[src/rtl/event_trace_arbiter.sv]
// event_trace_arbiter
// Gathers rising/falling edge pulses from NUM_CH edge-detector channels,
// timestamps each one into a one-deep per-channel slot, and serialises the
// pending slots round-robin onto a single valid/ready trace stream.
// Output word layout: {timestamp, channel id (6 bits), rise, fall}.
module event_trace_arbiter #(
  parameter int NUM_CH   = 4,
  parameter int TS_WIDTH = 32
) (
  input  logic                  clk_i,
  input  logic                  rst_i,
  input  logic                  enable_i,
  input  logic [NUM_CH-1:0]     rise_evt_i,
  input  logic [NUM_CH-1:0]     fall_evt_i,
  output logic [TS_WIDTH+7:0]   m_tdata_o,
  output logic                  m_tvalid_o,
  input  logic                  m_tready_i,
  output logic [NUM_CH-1:0]     pending_o,
  output logic [15:0]           drop_count_o
);

  localparam int PTR_W = (NUM_CH > 1) ? $clog2(NUM_CH) : 1;
  localparam logic [PTR_W-1:0] LAST_CH = PTR_W'(NUM_CH - 1);
  localparam logic [PTR_W-1:0] PTR_ONE = PTR_W'(1);

  typedef enum logic {
    IDLE = 1'b0,
    SEND = 1'b1
  } state_e;

  // Output-side state
  state_e                state_q, state_d;
  logic [TS_WIDTH+7:0]   tdata_q, tdata_d;
  logic [PTR_W-1:0]      rr_ptr_q, rr_ptr_d;

  // Free-running timestamp and drop statistics
  logic [TS_WIDTH-1:0]   ts_q, ts_d;
  logic [15:0]           drop_cnt_q, drop_cnt_d;

  // Per-channel one-deep event slots
  logic [TS_WIDTH-1:0]   slot_ts_q [NUM_CH];
  logic [TS_WIDTH-1:0]   slot_ts_d [NUM_CH];
  logic [NUM_CH-1:0]     slot_rise_q, slot_rise_d;
  logic [NUM_CH-1:0]     slot_fall_q, slot_fall_d;
  logic [NUM_CH-1:0]     pending_q, pending_d;

  // Arbitration and capture helpers
  logic                  load_ok;
  logic                  grant_fire;
  logic                  grant_found;
  logic [PTR_W-1:0]      grant_idx;
  logic [5:0]            grant_ch;
  logic [NUM_CH-1:0]     slot_freed;
  logic [NUM_CH-1:0]     has_evt;
  logic                  drop_any;

  assign has_evt      = rise_evt_i | fall_evt_i;
  assign m_tvalid_o   = (state_q == SEND);
  assign m_tdata_o    = tdata_q;
  assign pending_o    = pending_q;
  assign drop_count_o = drop_cnt_q;

  // The output register may take a new word when it is empty or its word is leaving now
  assign load_ok    = (state_q == IDLE) || m_tready_i;
  assign grant_fire = load_ok && grant_found;
  assign grant_ch   = 6'(grant_idx);

  // Round-robin search: first pending channel at or after the rotating pointer
  always_comb begin
    int scan_idx;
    logic [PTR_W-1:0] cand;
    grant_found = 1'b0;
    grant_idx   = '0;
    scan_idx    = 0;
    cand        = '0;
    for (int k = 0; k < NUM_CH; k++) begin
      scan_idx = int'(rr_ptr_q) + k;
      if (scan_idx >= NUM_CH) begin
        scan_idx = scan_idx - NUM_CH;
      end
      cand = PTR_W'(scan_idx);
      if (!grant_found && pending_q[cand]) begin
        grant_found = 1'b1;
        grant_idx   = cand;
      end
    end
  end

  // One-hot of the slot being drained into the output register this cycle
  always_comb begin
    slot_freed = '0;
    if (grant_fire) begin
      slot_freed[grant_idx] = 1'b1;
    end
  end

  // Slot capture: a slot being drained this cycle can accept a new event without a drop
  always_comb begin
    slot_ts_d   = slot_ts_q;
    slot_rise_d = slot_rise_q;
    slot_fall_d = slot_fall_q;
    pending_d   = pending_q;
    drop_any    = 1'b0;
    for (int i = 0; i < NUM_CH; i++) begin
      if (slot_freed[i]) begin
        pending_d[i] = 1'b0;
      end
      if (enable_i && has_evt[i]) begin
        if (!pending_q[i] || slot_freed[i]) begin
          slot_ts_d[i]   = ts_q;
          slot_rise_d[i] = rise_evt_i[i];
          slot_fall_d[i] = fall_evt_i[i];
          pending_d[i]   = 1'b1;
        end else begin
          drop_any = 1'b1;
        end
      end
    end
  end

  // Timestamp advances only while capturing; drop counter counts cycles and sticks at max
  always_comb begin
    ts_d       = enable_i ? (ts_q + TS_WIDTH'(1)) : ts_q;
    drop_cnt_d = drop_cnt_q;
    if (drop_any && (drop_cnt_q != 16'hFFFF)) begin
      drop_cnt_d = drop_cnt_q + 16'd1;
    end
  end

  // IDLE/SEND next state, output word load and round-robin pointer update
  always_comb begin
    state_d  = state_q;
    tdata_d  = tdata_q;
    rr_ptr_d = rr_ptr_q;
    if (grant_fire) begin
      state_d  = SEND;
      tdata_d  = {slot_ts_q[grant_idx], grant_ch,
                  slot_rise_q[grant_idx], slot_fall_q[grant_idx]};
      rr_ptr_d = (grant_idx == LAST_CH) ? '0 : (grant_idx + PTR_ONE);
    end else if ((state_q == SEND) && m_tready_i) begin
      state_d = IDLE;
    end
  end

  // Output FSM state register; reset discards any word in flight
  always_ff @(posedge clk_i) begin
    if (rst_i) begin
      state_q  <= IDLE;
      tdata_q  <= '0;
      rr_ptr_q <= '0;
    end else begin
      state_q  <= state_d;
      tdata_q  <= tdata_d;
      rr_ptr_q <= rr_ptr_d;
    end
  end

  // Timestamp and drop counter registers
  always_ff @(posedge clk_i) begin
    if (rst_i) begin
      ts_q       <= '0;
      drop_cnt_q <= '0;
    end else begin
      ts_q       <= ts_d;
      drop_cnt_q <= drop_cnt_d;
    end
  end

  // Per-channel slot registers
  always_ff @(posedge clk_i) begin
    if (rst_i) begin
      for (int i = 0; i < NUM_CH; i++) begin
        slot_ts_q[i] <= '0;
      end
      slot_rise_q <= '0;
      slot_fall_q <= '0;
      pending_q   <= '0;
    end else begin
      for (int i = 0; i < NUM_CH; i++) begin
        slot_ts_q[i] <= slot_ts_d[i];
      end
      slot_rise_q <= slot_rise_d;
      slot_fall_q <= slot_fall_d;
      pending_q   <= pending_d;
    end
  end

endmodule

[config.mk]
export PLATFORM = sky130hd
export DESIGN_NAME = event_trace_arbiter
export DESIGN_NICKNAME = d
export VERILOG_FILES = /design/src/rtl/event_trace_arbiter.sv
export SDC_FILE = /design/constraint.sdc
export NUM_CORES = 1
export LEC_CHECK = 0
export BUFFER_PORTS_ARGS = -buffer_cell sky130_fd_sc_hd__buf_2
export CELL_PAD_IN_SITES_DETAIL_PLACEMENT = 1
export CELL_PAD_IN_SITES_GLOBAL_PLACEMENT = 2
export CORE_UTILIZATION = 30
export DETAILED_ROUTE_END_ITERATION = 6
export MAX_ROUTING_LAYER = met4
export PLACE_DENSITY = 0.77
export SYNTH_ARGS = -nofsm -noshare
export SYNTH_HDL_FRONTEND = slang
export SYNTH_SLANG_ARGS = --single-unit
[constraint.sdc]
create_clock -name clk_i -period 4.4 [get_ports clk_i]
set_clock_uncertainty 0.1 [all_clocks]
set_input_delay 0.44 -clock clk_i [delete_from_list [all_inputs] [get_ports clk_i]]
set_output_delay 0.44 -clock clk_i [all_outputs]
set_load 0.01 [all_outputs]
---- Word-level counts from Yosys, hierarchy flattened ----
Index checks and enable logic that the tools add are counted.
word-level totals
  register bits after elaboration ......... 227
  input bits .............................. 12
  word-level logic and storage cells ...... 125
cells by class
  add/sub/neg operators ................... 10
  order comparisons ....................... 11
  equality and inequality tests ........... 2
  multiplexer cells ....................... 53
  bitwise logic cells ..................... 3
  reductions and logical operators ........ 28
operators with widths
  operator                                                                number
  32-bit binary-select mux with 2-bit select                              1
  32-bit 2-to-1 mux                                                       2
  1-bit 2-to-1 mux                                                        33
  32-bit by 1-bit adder with 32-bit output (second input constant)        1
  2-bit 2-to-1 mux                                                        9
  16-bit by 1-bit adder with 16-bit output (second input constant)        1
  16-bit inequality test (second input constant)                          1
  2-bit by 3-bit < comparator with 1-bit output (second input constant)   5
  1-bit binary-select mux with 2-bit select                               6
  3-bit >= comparator (second input constant)                             4
  1-bit logical AND                                                       11
  2-bit AND reduction                                                     4
  2-bit by 1-bit subtractor with 2-bit output (second input constant)     4
  1-bit logical NOT                                                       7
  2-bit by 2-bit adder with 3-bit output (second input constant)          2
  1-bit logical OR                                                        5
  4-bit 2-to-1 mux                                                        1
  4-bit bitwise OR                                                        1
  2-bit by 1-bit adder with 3-bit output (second input constant)          1
  2-bit by 3-bit >= comparator with 1-bit output (second input constant)  1
  2-bit inverter with 3-bit output                                        1
  2-bit by 1-bit adder with 2-bit output (second input constant)          1
  1-bit demux with 2-bit select                                           1
  2-bit equality test (second input constant)                             1
  3 further kinds                                                         3

---- Logic depth before layout (Yosys ltp) ----
  depth in word-level cells ............... 29
  gate-level depth with buffers ........... 14

---- Worst setup path before layout ----
No wires, ideal clock.
  path kind ............................... flip-flop to flip-flop
  start ................................... register pending_q[1], in the netlist pending_o[1]
  end ..................................... register drop_cnt_q[7], in the netlist drop_count_o[7]
  setup time .............................. 121 ps
  data arrival time ....................... 2822 ps
  data required time ...................... 4179 ps
  setup slack ............................. 1357 ps
  stages on the path, launching flop included .. 15
  period minus slack after synthesis ...... 3043 ps
  cells stage by stage .................... dfxtp_1 -> nand2b_1 -> a21oi_1 -> o32a_1 -> inv_1 -> clkbuf_1 -> buf_1 -> ha_1 -> nand2_1 -> nand2_1 -> nor2_1 -> nor4_2 -> clkbuf_1 -> nor2_1 -> mux2_2
between the ends
  cells in the longest elaborated chain, start to end .. 27
ends and longest elaborated chain
  item                                       line  source
  from (decl)                                45    logic [NUM_CH-1:0] pending_q, pending_d;
  from (signal assigned)                     184   pending_q <= pending_d;
  1-bit binary-select mux with 2-bit select  82    if (!grant_found && pending_q[cand]) begin
  1-bit 2-to-1 mux (not written as such)     82
  1-bit 2-to-1 mux                           82
  1-bit logical NOT                          82
  1-bit logical AND                          82
  1-bit 2-to-1 mux                           82
  1-bit logical NOT                          82
  1-bit logical AND                          82
  [11 not listed]                            n/a
  1-bit 2-to-1 mux                           108   if (enable_i && has_evt[i]) begin
  1-bit 2-to-1 mux                           109   if (!pending_q[i] || slot_freed[i]) begin
  1-bit 2-to-1 mux                           108
  1-bit 2-to-1 mux                           109
  1-bit 2-to-1 mux                           108
  1-bit 2-to-1 mux                           109
  1-bit 2-to-1 mux *                         108
  1-bit logical AND *                        125   if (drop_any && (drop_cnt_q != 16'hFFFF)) begin
  to (signal assigned)                       165   drop_cnt_q <= drop_cnt_d;
  to (decl)                                  38    logic [15:0] drop_cnt_q, drop_cnt_d;
Mark *: on every way between the ends. The rest lies on a longest branch, timed or not. The select of a mux whose other input is x is not followed.
A chain may end at the register's enable or synchronous reset.

---- Final worst setup path ----
  start ................................... register pending_q[1], in the netlist pending_o[1]
  end ..................................... register drop_cnt_q[0], in the netlist drop_count_o[0]
Same word-level chain as after synthesis.

==> results.sh <==
export IMPL_outcome="completed"
export IMPL_drive_gt1_frac=0.105
export IMPL_cts_hold_buf=0
export IMPL_grt_use_total=0.182
export IMPL_rows=64
export IMPL_finalCritPeriodShare=0.704
export IMPL_first_iter_violations=381
export IMPL_worstHoldPathType="in2reg"
export IMPL_combPwrFrac=0.137
export IMPL_wl_met3_um=1000
export IMPL_synth_xor_area_share=0.0248
export IMPL_grt_overflow_total=0
export IMPL_synthCells=1312
export IMPL_cts_resized_gates=0
export IMPL_synthArstFlopShare=0
export IMPL_n_antenna_cell=0
export IMPL_worstPathArrival_ns=3.43
export IMPL_htreeDepth=1
export IMPL_syn_to_final_growth_pct=15.0
export IMPL_routed_wirelength_um=28500
export IMPL_vdd_drop_max_uv=286
export IMPL_synth_adder_area_share=0.00393
export IMPL_seqPwrFrac=0.429
export IMPL_via_per_inst=4.95
export IMPL_detail_route_antenna_nets=0
export IMPL_sw_frac_of_total=0.285
export IMPL_routedLengthMet1_um=13700
export IMPL_total_leakage_power_nw=3.84
export IMPL_fmax_mhz=323
export IMPL_vias=8568
export IMPL_die_width_um=180
export IMPL_io_pins=73
export IMPL_avgSynthCellArea_um2=7.28
export IMPL_nets=1335
export IMPL_synth_seq_cells=227
export IMPL_clkPwrFrac=0.434
export IMPL_path_clk_slew_ns=0.06
export IMPL_cap_violations=0
export IMPL_drc_errors=0
export IMPL_hold_violations=0
export IMPL_wl_met2_um=13400
export IMPL_ys_seq_area_frac=0.476
export IMPL_initial_utilization=0.308
export IMPL_finalPower_w=0.00504
export IMPL_synth_top_family_by_area="simple AND/OR/NAND/NOR gates"
export IMPL_cp_data_required_time_ns=4.73
export IMPL_dieHeight_um=180
export IMPL_rsz0062_at_grt="false"
export IMPL_criticalPathCategory="reg2reg"
export IMPL_fp_coreArea_um2=31000
export IMPL_grt_antenna_before_repair=0
export IMPL_worst_pin_slew_ns=1.14
export IMPL_clock_sinks=227
export IMPL_place_gp_congestion=0.777
export IMPL_grt_pass1_vias=8718
export IMPL_cp_end_kind="flop"
export IMPL_power_internal_w=0.00360
export IMPL_ys_types=42
export IMPL_drv_slew=0
export IMPL_fp_dieArea_um2=32600
export IMPL_worstPathMaxFanout=71
export IMPL_synthFlopType="dfxtp_1"
export IMPL_synth_simple_gate_area_frac=0.312
export IMPL_synthMuxAreaShare=0.0115
export IMPL_grt_max_degree=117
export IMPL_finalCriticalPeriod_ns=3.10
export IMPL_p_per_area_nw_per_um2=458
export IMPL_grt_pass1_wl_um=46700
export IMPL_max_slew_margin_rel=0.242
export IMPL_clk_latency_ns=0.54
export IMPL_top_layer="met4"
export IMPL_setup_viol=0
export IMPL_synth_compound_area_share=0.123
export IMPL_root_buffer="clkbuf_16"
export IMPL_yosys_warnings=0
export IMPL_syn_area_um2=9550
export IMPL_dp_hpwl_um=16500
export IMPL_wl_per_cell_um=16.4
export IMPL_switchingPower_w=0.00143
export IMPL_dr_pass1_iters=4
export IMPL_io_buffers=68
export IMPL_final_setup_tns_ns=0
export IMPL_cts_tree="done"
export IMPL_synth_edf_count=0
export IMPL_ctsLongestPathBuffers=3
export IMPL_cts_buffers=27
export IMPL_critPathLaunchType="flop"
export IMPL_post_cts_buffers=0
==> Yosys cell counts, drive strengths merged, types with 3 or more instances <==
master,instances,area [µm²]
and4,4,35.0
nand2b,6,37.5
clkbuf,87,327
and2,4,25.0
xnor2,7,61.3
o21ai,14,70.1
nor4,4,31.3
or3,11,68.8
o21a,3,22.5
nand3,117,586
xor2,20,175
nor2b,9,56.3
buf,23,119
dfxtp,227,4540
o31ai,4,30.0
inv,6,22.5
a21oi,194,971
nand2,474,1780
nor2,49,184
mux2,8,90.1
nor3,3,15.0
ha,3,37.5
nand4,12,75.1
and3,7,43.8
==> path summary, 6_finish.rpt <==
path / from / end / slack [ns] / cells past startpoint
max reg2reg: pending_o[1] / drop_count_o[0] / 1.30 / 9
min reg2reg: m_tdata_o[18] / m_tdata_o[18] / 0.35 / 2
min: rise_evt_i[0] / slot_rise_q[0] / 0.06 / 3
max: pending_o[1] / drop_count_o[0] / 1.30 / 9
==> cell type report <==
cell class | instances | area [µm²]
fillers | 3794 | 20000
multi-input cells | 972 | 4570
flip-flops and latches | 227 | 4540
clock buffers | 39 | 771
repair buffers | 86 | 507
well taps | 396 | 495
clock inverters | 6 | 80.1
inverters | 6 | 22.5
==> cell usage in the layout, fill, tap and decap left out, types with 3 or more instances in the layout <==
cell	count
nand2_1	474
dfxtp_1	227
a21oi_1	192
nand3_1	117
buf_2	67
nor2_1	49
clkbuf_16	27
xor2_1	20
buf_4	16
o21ai_0	14
nand4_1	12
or3_1	11
nor2b_1	9
and3_1	7
xnor2_1	7
mux2_2	7
clkbuf_1	7
nand2b_1	6
inv_1	5
clkbuf_8	5
o31ai_1	4
and2_1	4
and4_1	4
conb_1	4
clkinv_2	4
o21a_1	3
nor4_1	3
nor3_1	3
ha_1	3
==> power by group through the flow <==
stage          clock, W  combinational [W]  sequential (W)
5_1_grt         0.00233           0.000771         0.00217
3_3_place_gp          0           0.000705         0.00220
2_1_floorplan         0           0.000410         0.00222
4_1_cts         0.00225           0.000710         0.00216
3_5_place_dp          0           0.000709         0.00221
6_report        0.00219           0.000692         0.00216
==> stage by stage <==
stage               cells  setup WS, ns  instance area, µm²  hold slack, ns  utilization
floorplan            1315          1.36                9560           0.337            -
global placement     1687          1.32               10100           0.342        0.327
detailed placement   1687          1.29               10100           0.347        0.327
CTS                  1732          1.27               11000          0.0402        0.355
global route         1732          1.10               11000          0.0628        0.355
finish               1732          1.30               11000          0.0607        0.355
==> sequential cells by signal, indices dropped and copies added (netlist names) <==
name / count
slot_fall_q: 4
slot_rise_q: 4
ts_q: 32
m_tvalid_o: 1
m_tdata_o: 36
drop_count_o: 16
slot_ts_q: 128
pending_o: 4
rr_ptr_q: 2
==> layer usage <==
layer | GRT usage | up-vias
li1 | - | 4300
met1 | 0.233 | 4131
met2 | 0.303 | 104
met3 | 0.0243 | 33
met4 | 0.0390 | 0
met5 | - | -
==> critical path, cell delays in order, from the launching register on <==
cell	delay, ns
dfxtp_1	0.42
nand2b_1	0.16
a21oi_1	0.11
a211oi_4	0.25
buf_4	0.71
a31oi_1	0.21
nor4_2	0.31
buf_4	0.28
nor2b_1	0.12
mux2_1	0.31
==> cell families (layout without fill, tap and decap cells) <==
group | after synthesis | count (layout)
mux | 10 | 10
other cells | 1 | 4
flops | 227 | 227
compound gates | 223 | 223
xor+xnor | 27 | 27
fa+ha+maj | 3 | 3
simple gates | 705 | 705
buf+inv | 116 | 137
Note: power is estimated with default switching activity, not from simulation.
